[config.mk]
export PLATFORM = sky130hd
export DESIGN_NAME = cnn_upsample_2x_multi_channel
export DESIGN_NICKNAME = d
export VERILOG_FILES = /design/src/rtl/cnn_upsample_2x_multi_channel.sv
export SDC_FILE = /design/constraint.sdc
export NUM_CORES = 2
export LEC_CHECK = 0
export ABC_AREA = 0
export CAP_MARGIN = 20
export CORE_UTILIZATION = 30
export CTS_CLUSTER_SIZE = 8
export DETAILED_ROUTE_END_ITERATION = 7
export GPL_TIMING_DRIVEN = 0
export SLEW_MARGIN = 20
export SYNTH_ARGS = -nofsm -noshare
export SYNTH_HDL_FRONTEND = slang
export SYNTH_SLANG_ARGS = --single-unit
[constraint.sdc]
create_clock -name clk -period 3.4 [get_ports clk]
set_clock_uncertainty 0.05 [all_clocks]
set_input_delay 0.68 -clock clk [delete_from_list [all_inputs] [get_ports clk]]
set_output_delay 0.68 -clock clk [all_outputs]
set_load 0.05 [all_outputs]
[src/rtl/cnn_upsample_2x_multi_channel.sv]
// Nearest-neighbour 2x upsampler for channel-sequential raster pixel streams.
// Optional macro CNN_UPSAMPLE_LAST_EN adds the registered end-of-channel flag last_out.
module cnn_upsample_2x_multi_channel #(
    parameter int DATA_WIDTH     = 32,
    parameter int IMAGE_WIDTH    = 64,
    parameter int IMAGE_HEIGHT   = 64,
    parameter int CHANNEL_NUM_IN = 64
) (
    input  logic                  clk,
    input  logic                  reset,
    input  logic                  valid_in,
    input  logic [DATA_WIDTH-1:0] pxl_in,
    output logic                  ready_in,
    output logic [DATA_WIDTH-1:0] pxl_out,
    output logic                  valid_out
`ifdef CNN_UPSAMPLE_LAST_EN
    ,
    output logic                  last_out
`endif
);

    localparam int CW = (IMAGE_WIDTH > 1) ? $clog2(IMAGE_WIDTH) : 1;
    localparam int RW = (IMAGE_HEIGHT > 1) ? $clog2(IMAGE_HEIGHT) : 1;
    localparam int HW = (CHANNEL_NUM_IN > 1) ? $clog2(CHANNEL_NUM_IN) : 1;

    localparam logic [CW-1:0] COL_LAST  = CW'(IMAGE_WIDTH - 1);
    localparam logic [RW-1:0] ROW_LAST  = RW'(IMAGE_HEIGHT - 1);
    localparam logic [HW-1:0] CHAN_LAST = HW'(CHANNEL_NUM_IN - 1);

    typedef enum logic {
        ROW_A,
        ROW_B
    } state_t;

    state_t                state;
    state_t                state_nxt;
    logic                  phase;
    logic                  phase_nxt;
    logic [CW-1:0]         col;
    logic [CW-1:0]         col_nxt;
    logic [RW-1:0]         row;
    logic [RW-1:0]         row_nxt;
    logic [HW-1:0]         chan;
    logic [HW-1:0]         chan_nxt;
    logic [DATA_WIDTH-1:0] pxl_nxt;
    logic                  valid_nxt;
    logic                  transfer;
    logic                  col_end;
    logic                  row_end;
    logic                  last_nxt;

    logic [DATA_WIDTH-1:0] linebuf [IMAGE_WIDTH];

    assign ready_in = (state == ROW_A) && !phase;
    assign transfer = valid_in && ready_in;
    assign col_end  = (col == COL_LAST);
    assign row_end  = (row == ROW_LAST);

    always_ff @(posedge clk or posedge reset) begin
        if (reset) begin
            state <= ROW_A;
        end else begin
            state <= state_nxt;
        end
    end

    always_comb begin
        state_nxt = state;
        phase_nxt = phase;
        col_nxt   = col;
        row_nxt   = row;
        chan_nxt  = chan;
        pxl_nxt   = pxl_out;
        valid_nxt = 1'b0;
        last_nxt  = 1'b0;
        unique case (state)
            ROW_A: begin
                if (!phase) begin
                    if (transfer) begin
                        pxl_nxt   = pxl_in;
                        valid_nxt = 1'b1;
                        phase_nxt = 1'b1;
                    end
                end else begin
                    valid_nxt = 1'b1;
                    phase_nxt = 1'b0;
                    if (col_end) begin
                        col_nxt   = '0;
                        state_nxt = ROW_B;
                    end else begin
                        col_nxt = col + 1'b1;
                    end
                end
            end
            ROW_B: begin
                // Replay the buffered row; each word is shown on two consecutive cycles.
                valid_nxt = 1'b1;
                pxl_nxt   = linebuf[col];
                phase_nxt = !phase;
                last_nxt  = phase && col_end && row_end;
                if (phase) begin
                    if (col_end) begin
                        col_nxt   = '0;
                        state_nxt = ROW_A;
                        if (row_end) begin
                            row_nxt  = '0;
                            chan_nxt = (chan == CHAN_LAST) ? '0 : chan + 1'b1;
                        end else begin
                            row_nxt = row + 1'b1;
                        end
                    end else begin
                        col_nxt = col + 1'b1;
                    end
                end
            end
            default: ;
        endcase
    end

    always_ff @(posedge clk or posedge reset) begin
        if (reset) begin
            phase     <= 1'b0;
            col       <= '0;
            row       <= '0;
            chan      <= '0;
            pxl_out   <= '0;
            valid_out <= 1'b0;
        end else begin
            phase     <= phase_nxt;
            col       <= col_nxt;
            row       <= row_nxt;
            chan      <= chan_nxt;
            pxl_out   <= pxl_nxt;
            valid_out <= valid_nxt;
        end
    end

`ifdef CNN_UPSAMPLE_LAST_EN
    always_ff @(posedge clk or posedge reset) begin
        if (reset) begin
            last_out <= 1'b0;
        end else begin
            last_out <= last_nxt;
        end
    end
`else
    logic unused_last;
    assign unused_last = last_nxt;
`endif

    // Line buffer holds no reset state; it is always written before being replayed.
    always_ff @(posedge clk) begin
        if (transfer) begin
            linebuf[col] <= pxl_in;
        end
    end

endmodule

==> reports/metrics.csv <==
metric,value,unit
grt_max_degree,66,
finalInstanceArea,98850,um^2
p_per_area,719.3,nW/um^2
nets,4392,
maxCapViolCount,0,
dp.cells,7500,
rows,189,
crit_chain,buf_2 > buf_6 > buf_4 > buf_4 > buf_6 > nand3_4 > nor2_4 > buf_16 > buf_16,
cts-htree-levels,5,
rsz0062_at_grt,true,
fin_crit,3.636,ns
die_x,519.1,um
endpoint_kind,flop,
seq_area,62530,um^2
wirelength,257400,um
antenna_found_initial,23,
gp_congestion,0.9108,
drt-wirelength-per-cell,32.31,um
syn_area_per_cell,21.39,um^2
port_buffers,68,
drt_iter0_markers,6446,
synthesis.area,80230,um^2
synth-main-ff-cell,edfxtp_1,
p_clk_frac,0.378,
grt_first_pass_wirelength,350200,um
num_vias,43860,
instances_no_fill,7966,
first_pass_iters,6,
async_flop_share,0.01963,
multi_input_area,17340,um^2
drive_above_1_share,0.2932,
area_growth,23.21,%
io_pins,69,
hp-class,in2reg,
crit_slowest_cell,dfrtp_1,
gr-total-overflow,0,
yosys_warnings,0,
n_fill_cell,23680,
ctsRootBufferMaster,clkbuf_16,
drc_errors,0,
violations,negative setup slack,
switching_share,0.2888,
power_frac_seq,0.410,
synth_edf_count,2048,
dpl-instance-area,89150,um^2
leakagePower,31.43,nW
timing.fmax,0.2750,GHz
final_cell_mix,"edfxtp_1 (2048), mux4_2 (407), clkbuf_16 (318)",
comb_power_share,0.211,
crit_arrival,4.17,ns
dp_hpwl,169800,um
internal_power,50.57,mW
ir_drop,645.0,uV
synth_cells,3751,
vias_per_cell,5.506,
worst-path-buf-inv,7,
cts.reportedPaths.clkPinSlew,0.06,ns
ctsHoldBuffers,0,
ys_seq_area_frac,0.7793,
ant_nets,0,
critical-path-max-stage-delay,0.46,ns
cts_tree,done,
hold_violations,0,
run_status,"finished, violations left",
crit_type,reg2reg,
ys_seq_elements,2089,
start_util,0.3021,
setup_viol,461,
cts_sinks,2089,
grt_pass1_vias,43310,
critPathMaxFanout,11,
total_power,71.10,mW
crit_family,buffers and inverters,
layout_commonest_cell,edfxtp_1,
clk_latency,0.95,ns
numCtsBuffers,311,
worstMarginPinSlew,1.311,ns
cts.path.max_buffers,4,
die_h,519.1,um
die_area,269500,um^2
core_area,265600,um^2
synth.largest_area_cell,edfxtp_1,
synth_nets,3787,
cp_data_required_time,3.93,ns
grt.total_usage,0.1866,
slew_viol_final,0,
worstSetupStartpointType,flop,
fin_crit_sh,1.069,
yosysUniqueCellTypes,60,
switching_power,20.54,mW
synth_top_area_share,0.7665,
setup_slack,-0.2358,ns
relSlewSlack,0.1037,
ys_top_cells_by_area,"edfxtp_1 (77%), mux4_2 (11%), mux2i_1 (3.5%), a22oi_1 (1.3%), dfrtp_1 (1.3%)",
state kept, by name, indices dropped and copies added (netlist names):
name	flops
linebuf	2048
pxl_out	32
col	6
phase	1
state	1
valid_out	1
cells by family (layout without fill, tap and decap cells):
logic type | Yosys count | count (layout) | synth area share
xor gates and xnor gates | 4 | 4 | 0.0004367
AOI/OAI and AO/OA | 340 | 340 | 0.02933
muxes | 702 | 702 | 0.1513
DFF | 2089 | 2089 | 0.7793
and+or+nand+nor | 394 | 394 | 0.02402
buffers and inverters | 221 | 897 | 0.01544
adders and majority gates | 1 | 1 | 0.0001559
other | 0 | 6 | 0
synth_stat cells (21+ instances only):
cell / number
a22oi_1: 141
nand4_1: 23
mux2i_1: 278
nor2_1: 103
nand2_1: 94
edfxtp_1: 2048
mux4_2: 407
o22ai_1: 35
a21oi_1: 43
clkbuf_1: 68
nand3_1: 79
buf_2: 91
o21ai_0: 43
buf_4: 21
dfrtp_1: 41
cell type report:
cell class | instances | share of cell area
Antenna cell | 6 | 0.0001519
Buffer | 215 | 0.01351
Clock buffer | 378 | 0.08278
Clock inverter | 6 | 0.0005189
Inverter | 4 | 0.0001772
Multi-Input combinational cell | 1441 | 0.1755
Sequential cell | 2089 | 0.6325
Tap cell | 3533 | 0.04472
Timing Repair Buffer | 294 | 0.05020
worst reg2reg max path, stage by stage (launching register included):
cell,delay (ns)
dfrtp_1,0.46
buf_2,0.37
buf_6,0.32
buf_4,0.30
buf_4,0.33
buf_6,0.28
nand3_4,0.29
nor2_4,0.44
buf_16,0.23
buf_16,0.17
layer usage:
metal	global-route usage	routed length, um	vias to the layer above
li1	-	-	16880
met1	0.2386	94250	23050
met2	0.2883	116900	3108
met3	0.05550	31140	812
met4	0.09249	15030	10
met5	0	59	-
stage by stage:
| step | worst slack [ns] | hold WS, ns | utilization | TNS (ns) |
|---|---|---|---|---|
| 2_1_floorplan | -0.1424 | 0.5081 | - | -180.68 |
| 3_3_place_gp | -4.155 | 0.4911 | 0.3214 | -6362.50 |
| 3_5_place_dp | -1.738 | 0.4985 | 0.3357 | -1209.77 |
| 4_1_cts | -0.06458 | 0.08271 | 0.3708 | -0.4337 |
| 5_1_grt | -0.1253 | 0.1198 | 0.3722 | -3.157 |
| 6_report | -0.2358 | 0.1508 | 0.3722 | -28.56 |
final timing paths:
check	from	endpoint	slack, ns	cells past startpoint
setup reg to reg	col[1]	linebuf[62][23]	-0.24	9
max in group asynchronous	reset	pxl_out[11]	2.49	2
setup / recovery	col[1]	linebuf[62][23]	-0.24	9
min in group asynchronous	reset	pxl_out[30]	0.23	2
hold / removal	pxl_in[6]	linebuf[52][6]	0.15	1
hold reg to reg	pxl_out[6]	pxl_out[6]	0.61	2
repair_timing:
| item | CTS | global route |
|---|---|---|
| resized for setup | 86 | 40 |
| setup buffers | 61 | 17 |
| endpoints found under the setup margin | 2052 | 837 |
| pin swaps | 31 | 16 |
power by group through the flow:
| stage | Sequential (mW) | Combinational (mW) | Clock [mW] |
|---|---|---|---|
| floorplan | 29.7 | 7.74 | 0 |
| global placement | 29.7 | 13.6 | 0 |
| detailed placement | 29.6 | 14.2 | 0 |
| CTS | 29.1 | 14.5 | 27.1 |
| global route | 29.2 | 15.3 | 28.1 |
| finish | 29.2 | 15.0 | 26.9 |
(Power assumes the default switching activity.)
